## config.mk

```make
export PLATFORM = sky130hd
export DESIGN_NAME = dist_ram_mp
export DESIGN_NICKNAME = d
export VERILOG_FILES = /design/src/rtl/vTPU_pack.sv /design/src/rtl/dist_ram_rd_port.sv /design/src/rtl/dist_ram_mp.sv
export SDC_FILE = /design/constraint.sdc
export NUM_CORES = 1
export LEC_CHECK = 0
export CAP_MARGIN = 20
export CORE_AREA = 3 3 285 287
export CTS_CLUSTER_DIAMETER = 80
export DETAILED_ROUTE_END_ITERATION = 12
export DIE_AREA = 0 0 288 290
export PLACE_DENSITY = 0.85
export SLEW_MARGIN = 20
export SYNTH_ARGS = -nofsm -noshare
export SYNTH_HDL_FRONTEND = slang
export SYNTH_HIERARCHICAL = 1
export SYNTH_SLANG_ARGS = --single-unit
```

## constraint.sdc

```tcl
create_clock -name clk -period 6.2 [get_ports clk]
set_input_delay 0.62 -clock clk [delete_from_list [all_inputs] [get_ports clk]]
set_output_delay 0.62 -clock clk [all_outputs]
set_load 0.02 [all_outputs]
```

## src/rtl/vTPU_pack.sv

```systemverilog
// Shared definitions for the dist_ram_mp register-file storage: FSM state
// type, byte width and the byte-lane merge used by the write and bypass paths.
package vTPU_pack;

    typedef enum logic {
        RF_IDLE  = 1'b0,
        RF_CLEAR = 1'b1
    } rf_state_e;

    localparam int BYTE_W     = 8;
    // Widest word the merge helper handles; callers size-cast in and out.
    localparam int MAX_DATA_W = 1024;
    localparam int MAX_BE_W   = MAX_DATA_W / BYTE_W;

    function automatic logic [MAX_DATA_W-1:0] be_merge(
        input logic [MAX_DATA_W-1:0] old_word,
        input logic [MAX_DATA_W-1:0] new_word,
        input logic [MAX_BE_W-1:0]   be
    );
        logic [MAX_DATA_W-1:0] merged;
        merged = old_word;
        for (int i = 0; i < MAX_BE_W; i++) begin
            if (be[i]) merged[i*BYTE_W +: BYTE_W] = new_word[i*BYTE_W +: BYTE_W];
        end
        return merged;
    endfunction

endpackage

```

## src/rtl/dist_ram_rd_port.sv

```systemverilog
// One read port: range check, zero-forcing while the array is swept, optional
// write-first bypass (DIST_RAM_WR_BYPASS_EN) and optional output register.
module dist_ram_rd_port
    import vTPU_pack::*;
#(
    parameter int DATA_WIDTH    = 32,
    parameter int DATA_DEPTH    = 32,
    parameter int ADDRESS_WIDTH = 5,
    parameter int READ_REG      = 0
) (
    input  logic                      clk,
    input  logic                      rst_n,
    input  logic                      busy,
    input  logic [ADDRESS_WIDTH-1:0]  addr,
    input  logic [DATA_WIDTH-1:0]     mem_word,
    input  logic                      wr_ok,
    input  logic [ADDRESS_WIDTH-1:0]  wr_addr,
    input  logic [DATA_WIDTH/8-1:0]   wr_be,
    input  logic [DATA_WIDTH-1:0]     wr_data,
    output logic [DATA_WIDTH-1:0]     data
);

    logic                  addr_bad;
    logic [DATA_WIDTH-1:0] word;
    logic [DATA_WIDTH-1:0] word_gated;

    assign addr_bad = int'(addr) >= DATA_DEPTH;

`ifdef DIST_RAM_WR_BYPASS_EN
    // NOTE: every variable written in always_comb gets a default first so no latch is inferred.
    always_comb begin
        word = mem_word;
        if (wr_ok && (addr == wr_addr)) begin
            word = DATA_WIDTH'(be_merge(MAX_DATA_W'(mem_word), MAX_DATA_W'(wr_data),
                                        MAX_BE_W'(wr_be)));
        end
    end
`else
    assign word = mem_word;
    logic unused_wr;
    assign unused_wr = ^{wr_ok, wr_addr, wr_be, wr_data};
`endif

    // Sweep zero-forcing sits ahead of the optional register.
    assign word_gated = (busy || addr_bad) ? '0 : word;

    generate
        if (READ_REG != 0) begin : g_reg
            always_ff @(posedge clk or negedge rst_n) begin
                if (!rst_n) data <= '0;
                else        data <= word_gated;
            end
        end else begin : g_comb
            assign data = word_gated;
            logic unused_clk;
            assign unused_clk = ^{clk, rst_n};
        end
    endgenerate

endmodule

```

## src/rtl/dist_ram_mp.sv

```systemverilog
// Multi-read-port distributed RAM with byte-lane writes and a self-clearing
// sweep engine; DIST_RAM_WR_BYPASS_EN selects write-first reads.
module dist_ram_mp
    import vTPU_pack::*;
#(
    parameter int DATA_WIDTH    = 32,
    parameter int DATA_DEPTH    = 32,
    parameter int ADDRESS_WIDTH = 5,
    parameter int NUM_RD        = 2,
    parameter int READ_REG      = 0
) (
    input  logic                              clk,
    input  logic                              rst_n,
    input  logic                              clear_req,
    output logic                              busy,
    input  logic                              wr_en,
    input  logic [ADDRESS_WIDTH-1:0]          wr_addr,
    input  logic [DATA_WIDTH/8-1:0]           wr_be,
    input  logic [DATA_WIDTH-1:0]             wr_data,
    output logic                              wr_err,
    input  logic [NUM_RD*ADDRESS_WIDTH-1:0]   rd_addr,
    output logic [NUM_RD*DATA_WIDTH-1:0]      rd_data
);

    localparam int IDX_W = (DATA_DEPTH > 1) ? $clog2(DATA_DEPTH) : 1;

    rf_state_e                 state;
    rf_state_e                 state_next;
    logic [ADDRESS_WIDTH-1:0]  clr_ptr;
    logic                      clr_last;
    logic                      wr_req;
    logic                      wr_bad;
    logic                      wr_ok;
    logic                      err_next;
    logic [DATA_WIDTH-1:0]     wr_word;
    logic [DATA_WIDTH-1:0]     ram [DATA_DEPTH];

    assign clr_last = clr_ptr == ADDRESS_WIDTH'(DATA_DEPTH - 1);

    always_ff @(posedge clk or negedge rst_n) begin
        if (!rst_n) begin
            state   <= RF_CLEAR;
            clr_ptr <= '0;
        end else begin
            state <= state_next;
            if (state == RF_CLEAR) clr_ptr <= clr_last ? '0 : clr_ptr + 1'b1;
        end
    end

    always_comb begin
        state_next = state;
        case (state)
            RF_IDLE:  if (clear_req) state_next = RF_CLEAR;
            RF_CLEAR: if (clr_last)  state_next = RF_IDLE;
            default:  state_next = RF_CLEAR;
        endcase
    end

    always_comb begin
        busy = (state == RF_CLEAR);
    end

    // A write with no lanes enabled is a silent no-op, never an error.
    assign wr_req   = wr_en && (|wr_be);
    assign wr_bad   = int'(wr_addr) >= DATA_DEPTH;
    assign wr_ok    = wr_req && !busy && !clear_req && !wr_bad;
    assign err_next = wr_req && (busy || clear_req || wr_bad);
    assign wr_word  = DATA_WIDTH'(be_merge(MAX_DATA_W'(ram[IDX_W'(wr_addr)]),
                                           MAX_DATA_W'(wr_data), MAX_BE_W'(wr_be)));

    always_ff @(posedge clk or negedge rst_n) begin
        if (!rst_n) wr_err <= 1'b0;
        else        wr_err <= err_next;
    end

    // NOTE: the storage array has no reset; the clear sweep defines its contents.
    always_ff @(posedge clk) begin
        if (busy)       ram[IDX_W'(clr_ptr)] <= '0;
        else if (wr_ok) ram[IDX_W'(wr_addr)] <= wr_word;
    end

    generate
        for (genvar p = 0; p < NUM_RD; p++) begin : g_rd
            logic [DATA_WIDTH-1:0] mem_word;
            assign mem_word = ram[IDX_W'(rd_addr[p*ADDRESS_WIDTH +: ADDRESS_WIDTH])];

            dist_ram_rd_port #(
                .DATA_WIDTH    (DATA_WIDTH),
                .DATA_DEPTH    (DATA_DEPTH),
                .ADDRESS_WIDTH (ADDRESS_WIDTH),
                .READ_REG      (READ_REG)
            ) u_rd_port (
                .clk      (clk),
                .rst_n    (rst_n),
                .busy     (busy),
                .addr     (rd_addr[p*ADDRESS_WIDTH +: ADDRESS_WIDTH]),
                .mem_word (mem_word),
                .wr_ok    (wr_ok),
                .wr_addr  (wr_addr),
                .wr_be    (wr_be),
                .wr_data  (wr_data),
                .data     (rd_data[p*DATA_WIDTH +: DATA_WIDTH])
            );
        end
    endgenerate

endmodule

```

==> qor.yml <==
layout:
  fin_cells: 4832
  fin_util_pct: 70.8
  final_layout_size_suffix_gt1_share_pct: 7.80
  synthToLayoutAreaGrowth_pct: 10.7
  nets: 3765
sta:
  relSlewSlack_pct: 10.8
  holdWs_ns: 0.228
  rsz0062_at_grt: "no"
  fin_crit_sh_pct: 79.1
  worst_slew_pin_slew_ns: 1.34
  timing.setup.tns_ns: 0
  fin_skew_ns: 0.0174
  setup_viol: 0
  max_freq_mhz: 204
  layout_min_cycle_time_ns: 4.91
  slew_violations: 0
  hold_viol: 0
die:
  die_h_um: 290
  core-area_um2: 78900
  io_pins: 121
  die_w_um: 288
  num_rows: 103
  initial_core_util_pct: 64.0
  dieArea_um2: 83500
yosys:
  synthArstFlopShare_pct: 0.679
  synth_cell_types: 46
  syn_area_um2: 50400
  synthAdderAreaFrac_pct: 0.0496
  synth_mux_area_share_pct: 20.5
  synth_fp_nets: 3738
  synth-edff-count: 1024
  ys_seq_elements: 1031
  synth.avg_cell_area_um2: 13.7
  synthSimpleGateAreaFrac_pct: 7.05
  synth_compound_area_share_pct: 8.50
  yosysSeqAreaShare_pct: 61.3
  netlist_instances: 3681
  yosysWarnings: 6
  synth-main-ff-cell: "edfxtp_1"
  synth_xor_area_share_pct: 0
  synth_top_family_by_area: "multiplexers"
cts:
  clock-sinks: 1031
  cts_tree: "built"
  cts_setup_buffers: 0
  worst_skew_pair.late_latency_ns: 0.68
  numCtsBuffers: 103
  clkTransAtPathRegs_ns: 0.06
  cts_hold_buf: 0
  cts_root_buf: "clkbuf_16"
  clk_path_buf_depth: 3
  cts-resized-gates: 0
  cts-htree-levels: 3
worst_setup_path:
  r2r_end: "ram[19][31]"
  reg2reg_slack_ns: 2.28
  r2r_start: "busy"
  cp_slowest_cell: "and2_4"
  path_cells: "clkdlybuf4s50_1, and2_4, buf_4, a22o_1, nor3_1, a31oi_1, nand3_1, nor2b_1, clkdlybuf4s50_1"
  worst-r2r-cell-count: 5
  path_buf_inv: 3
  cp-end-kind: "output pin"
  criticalPathCategory: "input pin to output pin"
  path_common_cell: "clkdlybuf4s50_1"
  crit_arrival_ns: 4.29
  crit_start: "rd_addr[7]"
  critPathRequiredTime_ns: 5.58
  cpLargestDelayFamily: "buffers and inverters"
  slowest_delay_ns: 0.98
  path_max_fanout: 68
  cp-start-kind: "input pin"
placement:
  gp_congestion: 0.910
  numPortBuffers: 120
  dp_cells: 4650
  dp_hpwl_um: 89500
grt:
  grt.total_usage_pct: 33.9
  grt_max_degree: 129
  antenna_found_initial: 5
  first_global_vias: 33800
  grt_pass1_wl_um: 213000
  grt-ovfl-total: 0
min_path:
  hold_class: "input pin to async pin"
routing:
  wirelength_um: 145000
  drtPass1Iterations: 6
  dr_total_vias: 34700
  wl_per_cell_um: 30.1
  drc: 0
  viasPerCell: 7.19
  ant_nets: 0
  drt_iter0_markers: 5381
run:
  cap_violations: 0
power_and_ir_drop:
  p_leak_nw: 21.3
  ir_worst_vdd_mv: 0.227
  power_density_nw_per_um2: 315
status:
  status: "finished, final reports clean"
==> where the power goes <==
| part | leakage, nW | switching (mW) | internal (mW) | total (mW) |
|---|---|---|---|---|
| clock | 1.55 | 2.63 | 3.39 | 6.01 |
| sequential | 10.2 | 0.310 | 8.32 | 8.63 |
| combinational | 9.58 | 2.05 | 0.871 | 2.92 |
| total | 21.3 | 4.99 | 12.6 | 17.6 |
==> synthesized netlist by cell type, types with 2 or more instances <==
cell | count | area share [%]
and2b_1 | 2 | 0.030
buf_4 | 27 | 0.40
nor2b_1 | 70 | 0.87
edfxtp_1 | 1024 | 61
a41oi_2 | 6 | 0.19
nand2b_1 | 10 | 0.12
nand3_1 | 192 | 1.9
a21oi_1 | 193 | 1.9
a31oi_1 | 65 | 0.81
nand2_2 | 8 | 0.099
or2_2 | 2 | 0.025
nor2_1 | 132 | 0.98
nor3_1 | 70 | 0.69
dfrtp_1 | 6 | 0.30
mux2i_1 | 1025 | 20
nand2_1 | 205 | 1.5
inv_1 | 2 | 0.015
mux2_2 | 2 | 0.045
a22o_1 | 128 | 2.2
and2_1 | 34 | 0.42
buf_2 | 120 | 1.2
o21ai_0 | 4 | 0.040
nor4_2 | 3 | 0.074
clkbuf_1 | 106 | 0.79
ha_1 | 2 | 0.050
buf_1 | 19 | 0.14
buf_6 | 2 | 0.045
nor4_4 | 2 | 0.084
a22oi_1 | 192 | 2.9
clkbuf_2 | 2 | 0.020
a31oi_4 | 8 | 0.34
nor3_4 | 4 | 0.13
==> worst reg2reg max path, cell delays in order, from the launching register on <==
cell and delay, ns:
dfstp_4 0.73, nor3_4 0.74, buf_4 0.47, mux2_4 0.30, nand2_2 0.28, nor2_1 1.00
==> worst max-delay path by stage <==
stage	end	cells past startpoint	slack (ns)
final	rd_data[48]	9	1.29
after global routing	rd_data[48]	9	1.29
after CTS	rd_data[50]	9	1.47
after detailed placement	rd_data[29]	9	1.46
after global placement	rd_data[38]	9	1.53
after floorplan	rd_data[0]	9	3.52
==> area by class of cell <==
type,instances,area (um^2)
clock inverter,58,519
antenna,1,2.50
inverter,2,7.51
sequential,1031,30900
multi-input combinational,2371,18300
timing repair buffer,199,2120
fill,4977,23000
clock buffer,120,2660
tap,1050,1310
==> per-layer routing <==
layer | vias to the layer above | routed length [um] | GRT usage, %
met4 | 10 | 6690 | 14.9
met3 | 495 | 19200 | 9.32
met1 | 17100 | 53700 | 46.4
met5 | - | 107 | 0
li1 | 14400 | - | -
met2 | 2741 | 65700 | 51.2
==> through the flow <==
stage / power [mW] / worst slack (ns) / instance area (um^2)
2_1_floorplan: 10.5 / 3.52 / 50400
3_3_place_gp: 11.5 / 1.53 / 52600
3_5_place_dp: 11.6 / 1.46 / 52600
4_1_cts: 17.4 / 1.47 / 55800
5_1_grt: 18.0 / 1.29 / 55900
6_report: 17.6 / 1.29 / 55900
==> cells in the final DEF (no fill, tap or decap), drive strengths merged, types with 8 or more instances in the layout <==
master / count
a21oi: 194
a22o: 128
a22oi: 192
a31oi: 74
and2: 34
buf: 81
bufinv: 8
clkbuf: 120
clkdlybuf4s50: 118
clkinv: 41
edfxtp: 1024
mux2i: 1026
nand2: 213
nand2b: 10
nand3: 192
nor2: 133
nor2b: 70
nor3: 74
==> flip-flops by register name, summed over array words and instances, names as in the netlist <==
register,count
busy,1
clr_ptr,5
ram,1024
wr_err,1
==> logic make-up (layout without fill, tap and decap cells) <==
| kind of cell | after synthesis | in the layout |
|---|---|---|
| DFF | 1031 | 1031 |
| muxes | 1029 | 1029 |
| and+or+nand+nor | 740 | 740 |
| AOI/OAI and AO/OA | 600 | 600 |
| buffers and inverters | 279 | 379 |
| adders and majority gates | 2 | 2 |
| other | 0 | 1 |
No activity file was read; power rests on OpenSTA's default activity.
